## config.mk

```make
export PLATFORM = sky130hd
export DESIGN_NAME = timer_bank
export DESIGN_NICKNAME = d
export VERILOG_FILES = /design/src/rtl/aer_pkg.sv /design/src/rtl/timer_channel.sv /design/src/rtl/timer_bank.sv
export SDC_FILE = /design/constraint.sdc
export NUM_CORES = 1
export LEC_CHECK = 0
export CAP_MARGIN = 20
export CORE_MARGIN = 2
export CORE_UTILIZATION = 46
export DETAILED_ROUTE_END_ITERATION = 12
export GPL_ROUTABILITY_DRIVEN = 0
export PLACE_DENSITY = 0.78
export SLEW_MARGIN = 20
export SYNTH_ARGS = -nofsm -noshare
export SYNTH_HDL_FRONTEND = slang
export SYNTH_SLANG_ARGS = --single-unit
```

## constraint.sdc

```tcl
create_clock -name clk -period 4.33 [get_ports clk]
set_input_delay 1.299 -clock clk [delete_from_list [all_inputs] [get_ports clk]]
set_output_delay 1.299 -clock clk [all_outputs]
set_load 0.1 [all_outputs]
```

## src/rtl/aer_pkg.sv

```systemverilog
// Shared types and default widths for the AER timing blocks.
//   tmr_mode_e      : per-channel timer mode (one-shot / periodic)
//   TMR_*_DEF       : default parameter values for timer_bank
package aer_pkg;

  typedef enum logic {
    TMR_ONESHOT  = 1'b0,
    TMR_PERIODIC = 1'b1
  } tmr_mode_e;

  localparam int unsigned TMR_NUM_CH_DEF  = 4;
  localparam int unsigned TMR_DWIDTH_DEF  = 8;
  localparam int unsigned TMR_PRESC_W_DEF = 8;

endpackage

```

## src/rtl/timer_channel.sv

```systemverilog
// One timer channel: counter, one-shot done bit, expiry pulse and level flag.
// Ports:
//   clk, rst      clock, synchronous active-high reset
//   tick          common count qualifier (every clk or prescaler wrap)
//   enable, load  count enable, load strobe (load wins)
//   mode          0 = one-shot, 1 = periodic
//   load_value    value written to the counter on load
//   threshold     period in ticks; 0 = always expired, counter frozen
//   flag          combinational level: counter at/after threshold-1
//   expire_p      registered one-cycle expiry pulse
//   expire_nxt_c  combinational next value of expire_p (for the bank OR)
module timer_channel
  import aer_pkg::*;
#(
  parameter int unsigned DWIDTH = TMR_DWIDTH_DEF
) (
  input  logic              clk,
  input  logic              rst,
  input  logic              tick,
  input  logic              enable,
  input  logic              load,
  input  logic              mode,
  input  logic [DWIDTH-1:0] load_value,
  input  logic [DWIDTH-1:0] threshold,
  output logic              flag,
  output logic              expire_p,
  output logic              expire_nxt_c
);

  logic [DWIDTH-1:0] count;
  logic [DWIDTH-1:0] count_nxt;
  logic              done;
  logic              done_nxt;
  logic              thr_nz;
  logic [DWIDTH-1:0] thr_m1;
  logic              at_thr;
  logic              periodic;

  // threshold-1 is only meaningful when threshold != 0; thr_nz gates every use.
  assign thr_nz   = (threshold != '0);
  assign thr_m1   = threshold - DWIDTH'(1);
  assign at_thr   = (count >= thr_m1);
  assign periodic = (tmr_mode_e'(mode) == TMR_PERIODIC);

  assign flag = !load && (!thr_nz || at_thr);

  // Next-state: load > expiry > increment > hold.
  always_comb begin
    count_nxt    = count;
    done_nxt     = done;
    expire_nxt_c = 1'b0;
    if (load) begin
      count_nxt = load_value;
      done_nxt  = 1'b0;
    end else if (enable && tick && thr_nz) begin
      if (at_thr) begin
        if (periodic) begin
          count_nxt    = '0;
          expire_nxt_c = 1'b1;
        end else if (!done) begin
          expire_nxt_c = 1'b1;
          done_nxt     = 1'b1;
        end
      end else begin
        count_nxt = count + DWIDTH'(1);
      end
    end
  end

  // Channel state register.
  always_ff @(posedge clk) begin
    if (rst) begin
      count    <= '0;
      done     <= 1'b0;
      expire_p <= 1'b0;
    end else begin
      count    <= count_nxt;
      done     <= done_nxt;
      expire_p <= expire_nxt_c;
    end
  end

endmodule

```

## src/rtl/timer_bank.sv

```systemverilog
// Bank of NUM_CH independent programmable timers sharing one tick.
// Optional feature macro: TIMER_PRESCALER_EN (shared free-running prescaler,
// adds the PRESC_W parameter and the prescale port).
// Ports:
//   clk, rst      clock, synchronous active-high reset
//   enable        per-channel count enable
//   load          per-channel load strobe (priority over enable)
//   mode          per-channel mode, 0 = one-shot, 1 = periodic
//   load_value    NUM_CH x DWIDTH load values, channel i at [i*DWIDTH +: DWIDTH]
//   threshold     NUM_CH x DWIDTH periods, same packing
//   prescale      tick every prescale+1 clks (TIMER_PRESCALER_EN only)
//   flag          per-channel combinational level flag
//   expire_p      per-channel registered one-cycle expiry pulse
//   any_expire    registered OR of expire_p, aligned with it
module timer_bank
  import aer_pkg::*;
#(
  parameter int unsigned NUM_CH  = TMR_NUM_CH_DEF,
  parameter int unsigned DWIDTH  = TMR_DWIDTH_DEF
`ifdef TIMER_PRESCALER_EN
  ,
  parameter int unsigned PRESC_W = TMR_PRESC_W_DEF
`endif
) (
  input  logic                     clk,
  input  logic                     rst,
  input  logic [NUM_CH-1:0]        enable,
  input  logic [NUM_CH-1:0]        load,
  input  logic [NUM_CH-1:0]        mode,
  input  logic [NUM_CH*DWIDTH-1:0] load_value,
  input  logic [NUM_CH*DWIDTH-1:0] threshold,
`ifdef TIMER_PRESCALER_EN
  input  logic [PRESC_W-1:0]       prescale,
`endif
  output logic [NUM_CH-1:0]        flag,
  output logic [NUM_CH-1:0]        expire_p,
  output logic                     any_expire
);

  logic              tick;
  logic [NUM_CH-1:0] expire_nxt_c;

`ifdef TIMER_PRESCALER_EN
  logic [PRESC_W-1:0] presc_cnt;

  assign tick = (presc_cnt == prescale);

  // Free-running prescaler, counts 0..prescale. If prescale is lowered below
  // the current count it runs through the full range once before realigning.
  always_ff @(posedge clk) begin
    if (rst) begin
      presc_cnt <= '0;
    end else if (tick) begin
      presc_cnt <= '0;
    end else begin
      presc_cnt <= presc_cnt + PRESC_W'(1);
    end
  end
`else
  assign tick = 1'b1;
`endif

  // Per-channel timers.
  for (genvar i = 0; i < NUM_CH; i++) begin : g_ch
    timer_channel #(
      .DWIDTH (DWIDTH)
    ) u_ch (
      .clk          (clk),
      .rst          (rst),
      .tick         (tick),
      .enable       (enable[i]),
      .load         (load[i]),
      .mode         (mode[i]),
      .load_value   (load_value[i*DWIDTH +: DWIDTH]),
      .threshold    (threshold[i*DWIDTH +: DWIDTH]),
      .flag         (flag[i]),
      .expire_p     (expire_p[i]),
      .expire_nxt_c (expire_nxt_c[i])
    );
  end

  // Registered from the same next-state as expire_p so both line up.
  always_ff @(posedge clk) begin
    if (rst) begin
      any_expire <= 1'b0;
    end else begin
      any_expire <= |expire_nxt_c;
    end
  end

endmodule
```

# Word-level counts from Yosys, hierarchy flattened
# Index checks and enable logic that the tools add are counted.
dict set report word_totals {
  regBits 41
  in_bits 78
  elab_cells 110
}
dict set report op_classes {
  addsub 8
  order_cmp 4
  eq_ne 4
  n_mux 36
  bitwise 4
  n_reduce_logical 41
}
# cell count
set op_table {}
lappend op_table {{2-to-1 mux 8 bit} 16}
lappend op_table {{adder 8 x 1 -> 8 bit, second input constant} 4}
lappend op_table {{>= comparator 8 bit} 4}
lappend op_table {{nonzero test 8 bit} 4}
lappend op_table {{subtractor 8 x 1 -> 8 bit, second input constant} 4}
lappend op_table {{2-to-1 mux 1 bit} 20}
lappend op_table {{!= test 3 bit, second input constant} 4}
lappend op_table {{AND reduction 3 bit} 4}
lappend op_table {{logical AND 1 bit} 8}
lappend op_table {{zero test 1 bit} 8}
lappend op_table {{AND reduction 2 bit} 4}
lappend op_table {{nonzero test 2 bit} 4}
lappend op_table {{OR reduction 2 bit} 4}
lappend op_table {{logical OR 1 bit} 4}
lappend op_table {{inverter 1 bit} 4}
lappend op_table {{OR reduction 4 bit} 1}

# Depth between registers and ports, before layout
dict set report logic_depth {
  ltp_word 6
  mapped_depth 12
  mapped_depth_nobuf 12
}

# By module
# From an unflattened synthesis, not the netlist that was laid out.
dict set report unflattened {
  cells_unflattened 478
  hier_area_um2 4311.6
}
# module n_inst cells_per_inst area_per_inst_um2 seq_area_each_um2
set by_module_without_submodules {}
lappend by_module_without_submodules {{timer_channel (g_ch[0].u_ch ...)} 3 118 1067.3 200.2}
lappend by_module_without_submodules {{timer_channel (g_ch[1].u_ch)} 1 120 1076.0 200.2}
lappend by_module_without_submodules {timer_bank 1 4 33.8 20.0}

# Worst setup path after synthesis
# No wires, ideal clock.
dict set report synth_timing {
  path_kind {input-to-output}
  startpoint {in threshold[21]}
  endpoint {out flag[2]}
  arrival_time_ns 3.416
  required_ns 3.031
  slack_ns -0.385
  stages 9
  n_path_buf 1
  cell_sequence {or4_4 > nor4_1 > xnor2_1 > ha_1 > nand4_1 > a31oi_1 > nor2_2 > a21oi_1 > buf_4}
}
dict set report synth_between {
  elab_chain_len 4
  word_cells_on_any_way 6
  cone_classes {1 x add/sub; 1 x order compare; 4 x reduce/logical}
}
# element line
set synth_rtl {}
lappend synth_rtl {{start: declaration} timer_bank.sv:31} ;# input logic [NUM_CH*DWIDTH-1:0] threshold,
lappend synth_rtl {{subtractor 8 x 1 -> 8 bit or nonzero test 8 bit (tied branches)} {timer_channel.sv:41, timer_channel.sv:40}}
lappend synth_rtl {{>= comparator 8 bit or zero test 1 bit (tied branches)} {timer_channel.sv:42, timer_channel.sv:45}}
lappend synth_rtl {{logical OR 1 bit *} timer_channel.sv:45} ;# assign flag = !load && (!thr_nz || at_thr);
lappend synth_rtl {{logical AND 1 bit *} timer_channel.sv:45}
lappend synth_rtl {{end: declaration} timer_bank.sv:35} ;# output logic [NUM_CH-1:0] flag,
# Every way passes the cells marked *; elsewhere a longest branch is shown, timed or not.

# Final worst setup path
dict set report layout_timing {
  startpoint {in threshold[19]}
  endpoint {out flag[2]}
}
# The elaborated chain is that of the path after synthesis.

==> flow_summary.json <==
{
  "status": "complete, but fails checks",
  "failed_checks": "negative setup slack",
  "dr.pass1.iters": 7,
  "grt_first_pass_wirelength_um": 18300,
  "synthArstFlopShare_pct": 0,
  "min_period_ns": 4.65,
  "layout_commonest_cell": "buf_4",
  "pwr_density_cell_nw_per_um2": 227,
  "nets": 779,
  "rows": 33,
  "drc": 0,
  "synth_enable_flop_cells": 0,
  "grt_max_degree": 47,
  "clkPwrFrac_pct": 28.4,
  "cp_cell_sequence": "buf_6, or4_4, nor4_4, xnor2_1, ha_1, buf_4, a21oi_2, o21ai_2, nor2_4, a21oi_4, buf_12",
  "regToRegStartpoint": "g_ch[0].u_ch.count[5]",
  "synth_cells": 487,
  "grt_usage_pct": 24.9,
  "p_comb_share_pct": 38.8,
  "crit_type": "input pin to output pin",
  "mostFrequentLayoutCells": "buf_4, nand2_1, clkdlybuf4s50_1, dfxtp_1, ha_1",
  "grt_overflow": 0,
  "clkSinkCount": 41,
  "hold_violations": 0,
  "ys_types": 67,
  "drive_above_1_share_pct": 30.1,
  "ys.flop_type": "dfxtp_1",
  "critPathArrivalTime_ns": 3.35,
  "synthTopCellsByArea": "dfxtp_1, ha_1, nand2_1",
  "final_core_util_pct": 71.8,
  "max_stage_delay_ns": 0.57,
  "hold_path.class": "flop to flop",
  "synth_nets": 609,
  "start_util_pct": 46.6,
  "r2r_cells": 13,
  "place_hpwl_um": 8010,
  "synth_top_area_share_pct": 21.8,
  "clk_pin_slew_ns": 0.09,
  "min_from": "g_ch[3].u_ch.done",
  "drv_slew": 0,
  "start_kind": "input pin",
  "root_buffer": "clkbuf_8",
  "drtIter0Drc": 123,
  "synth-seq-cells": 41,
  "setup_viol": 2,
  "yosys.area.top_type": "dfxtp_1",
  "rsz0062_at_grt": "true",
  "critPathTopFamily": "simple AND/OR/NAND/NOR gates",
  "ant_nets": 0,
  "regToRegSetupSlack_ns": 1.45,
  "dieWidth_um": 94.5,
  "synth-warning-count": 0,
  "fillers": 635,
  "worst_setup_path_end_kind": "output pin",
  "clockBufferDepth": 2,
  "viasPerCell": 5.62,
  "crit-reg2reg-capture": "g_ch[0].u_ch.count[3]",
  "p_int_uw": 890,
  "die_h_um": 94.5,
  "switching_power_uw": 428,
  "min_path_cells": 1,
  "final_cell_area_sq_um": 5810,
  "io_pins": 87,
  "pwr-share-seq_pct": 32.8,
  "coreArea_sq_um": 8090,
  "max_freq_ghz": 0.215,
  "leakage_uw": 0.00241,
  "antenna_found_initial": 0,
  "period_share_pct": 107,
  "p_sw_share_pct": 32.5,
  "critPathBufInv": 3,
  "syn_area_sq_um": 3770,
  "postCtsHoldBufs": 0,
  "cts_tree": "yes",
  "die_area_sq_um": 8930,
  "htreeDepth": 2,
  "max-cap-violations": 0,
  "peakVddDrop_v": 0.000150,
  "wl_per_cell_um": 15.1,
  "syn_to_final_growth_pct": 54.2,
  "synth_seq_area_share_pct": 21.8,
  "grt_pass1_vias": 4198,
  "routed_wl_um": 11500,
  "vias": 4287,
  "max_slew_margin_pct": 35.5,
  "antenna_cells": 0,
  "clock_skew_ns": 0.00556,
  "holdPathEnd": "g_ch[3].u_ch.done",
  "io_buffers": 86,
  "setup_ws_ns": -0.321,
  "path_max_fanout": 3,
  "insertion_delay_ns": 0.29,
  "worstMarginPinSlew_ns": 0.964,
  "syn_avg_cell_area_sq_um": 7.74,
  "place_area_sq_um": 5190,
  "cp_slowest_cell": "or4_4",
  "numCtsBuffers": 5,
  "cp.required_ns": 3.03
}
cell families (layout without fill, tap and decap cells):
group | Yosys count | count (layout) | share of synthesized area (%)
adders and majority gates | 44 | 44 | 14.6
and+or+nand+nor | 201 | 201 | 27.0
buffers and inverters | 49 | 220 | 5.91
xor gates and xnor gates | 25 | 25 | 5.81
muxes | 3 | 3 | 0.863
DFF | 41 | 41 | 21.8
AOI/OAI and AO/OA | 124 | 124 | 24.0
what timing repair did:
| action | 4_1_cts | 5_1_grt |
|---|---|---|
| setup endpoints to repair | 4 | 12 |
| gates cloned | 0 | 0 |
| resized for setup | 130 | 28 |
| pin swaps | 43 | 38 |
| setup buffers | 33 | 13 |
cell usage after synthesis (4+ instances only):
library cell,n
nor2_1,39
nand2_1,57
nor2b_1,11
buf_4,8
inv_1,21
xor2_1,11
o21ai_1,7
clkbuf_1,16
xnor2_1,14
a32oi_1,9
o22ai_1,12
a31oi_1,5
a21oi_1,38
a221oi_1,5
o21ai_0,5
o21a_1,6
nor3b_1,7
and3_1,11
nor3_1,26
dfxtp_1,41
o31a_1,4
nand2b_1,4
nand3_1,17
ha_1,44
a22oi_1,5
or3_1,4
stage by stage:
stage	total power (uW)	instances	worst slack (ns)	hold WS, ns	TNS [ns]
after detailed placement	885	713	-0.685	0.445	-2.16
after global routing	1390	763	-0.414	0.487	-0.781
final	1320	763	-0.321	0.463	-0.429
after global placement	868	713	-0.578	0.441	-1.89
after CTS	1290	754	-0.407	0.465	-0.553
after floorplan	687	487	-0.183	0.433	-0.183
how the worst max path moves through the flow:
stage                             start      end  slack [ns]  cells past startpoint
final                     threshold[19]  flag[2]       -0.32                     11
after global routing      threshold[19]  flag[2]       -0.41                     10
after CTS                 threshold[20]  flag[2]       -0.41                     10
after detailed placement  threshold[21]  flag[2]       -0.69                     10
after global placement    threshold[21]  flag[2]       -0.58                     10
after floorplan           threshold[21]  flag[2]       -0.18                      9
per-layer routing:
| layer | routed length (um) | GRT usage [%] | up-vias | share of wire (%) |
|---|---|---|---|---|
| li1 | - | - | 2125 | - |
| met1 | 4800 | 29.5 | 2013 | 42 |
| met2 | 6030 | 46.0 | 129 | 52 |
| met3 | 508 | 3.43 | 20 | 4.4 |
| met4 | 169 | 8.57 | 0 | 1.5 |
| met5 | 0 | 0 | - | 0 |
area by class of cell:
class	count	area [sq um]	area share [%]
Multi-Input combinational cell	397	3020	51.9
Clock buffer	5	68.8	1.18
Tap cell	105	131	2.26
Sequential cell	41	821	14.1
Timing Repair Buffer	189	1620	27.8
Inverter	23	86.3	1.49
Clock inverter	3	68.8	1.18
power groups by stage:
| stage | clock, uW | sequential, uW | combinational (uW) |
|---|---|---|---|
| 2_1_floorplan | 0 | 434 | 252 |
| 3_3_place_gp | 0 | 439 | 429 |
| 3_5_place_dp | 0 | 440 | 445 |
| 4_1_cts | 380 | 431 | 477 |
| 5_1_grt | 395 | 437 | 553 |
| 6_report | 374 | 432 | 511 |
state kept, by name, indices dropped and copies added (netlist names):
name,flops
g_ch.u_ch.done,4
g_ch.u_ch.count,32
any_expire,1
g_ch.u_ch.expire_p,4
Power figures use the tool's default switching activity.
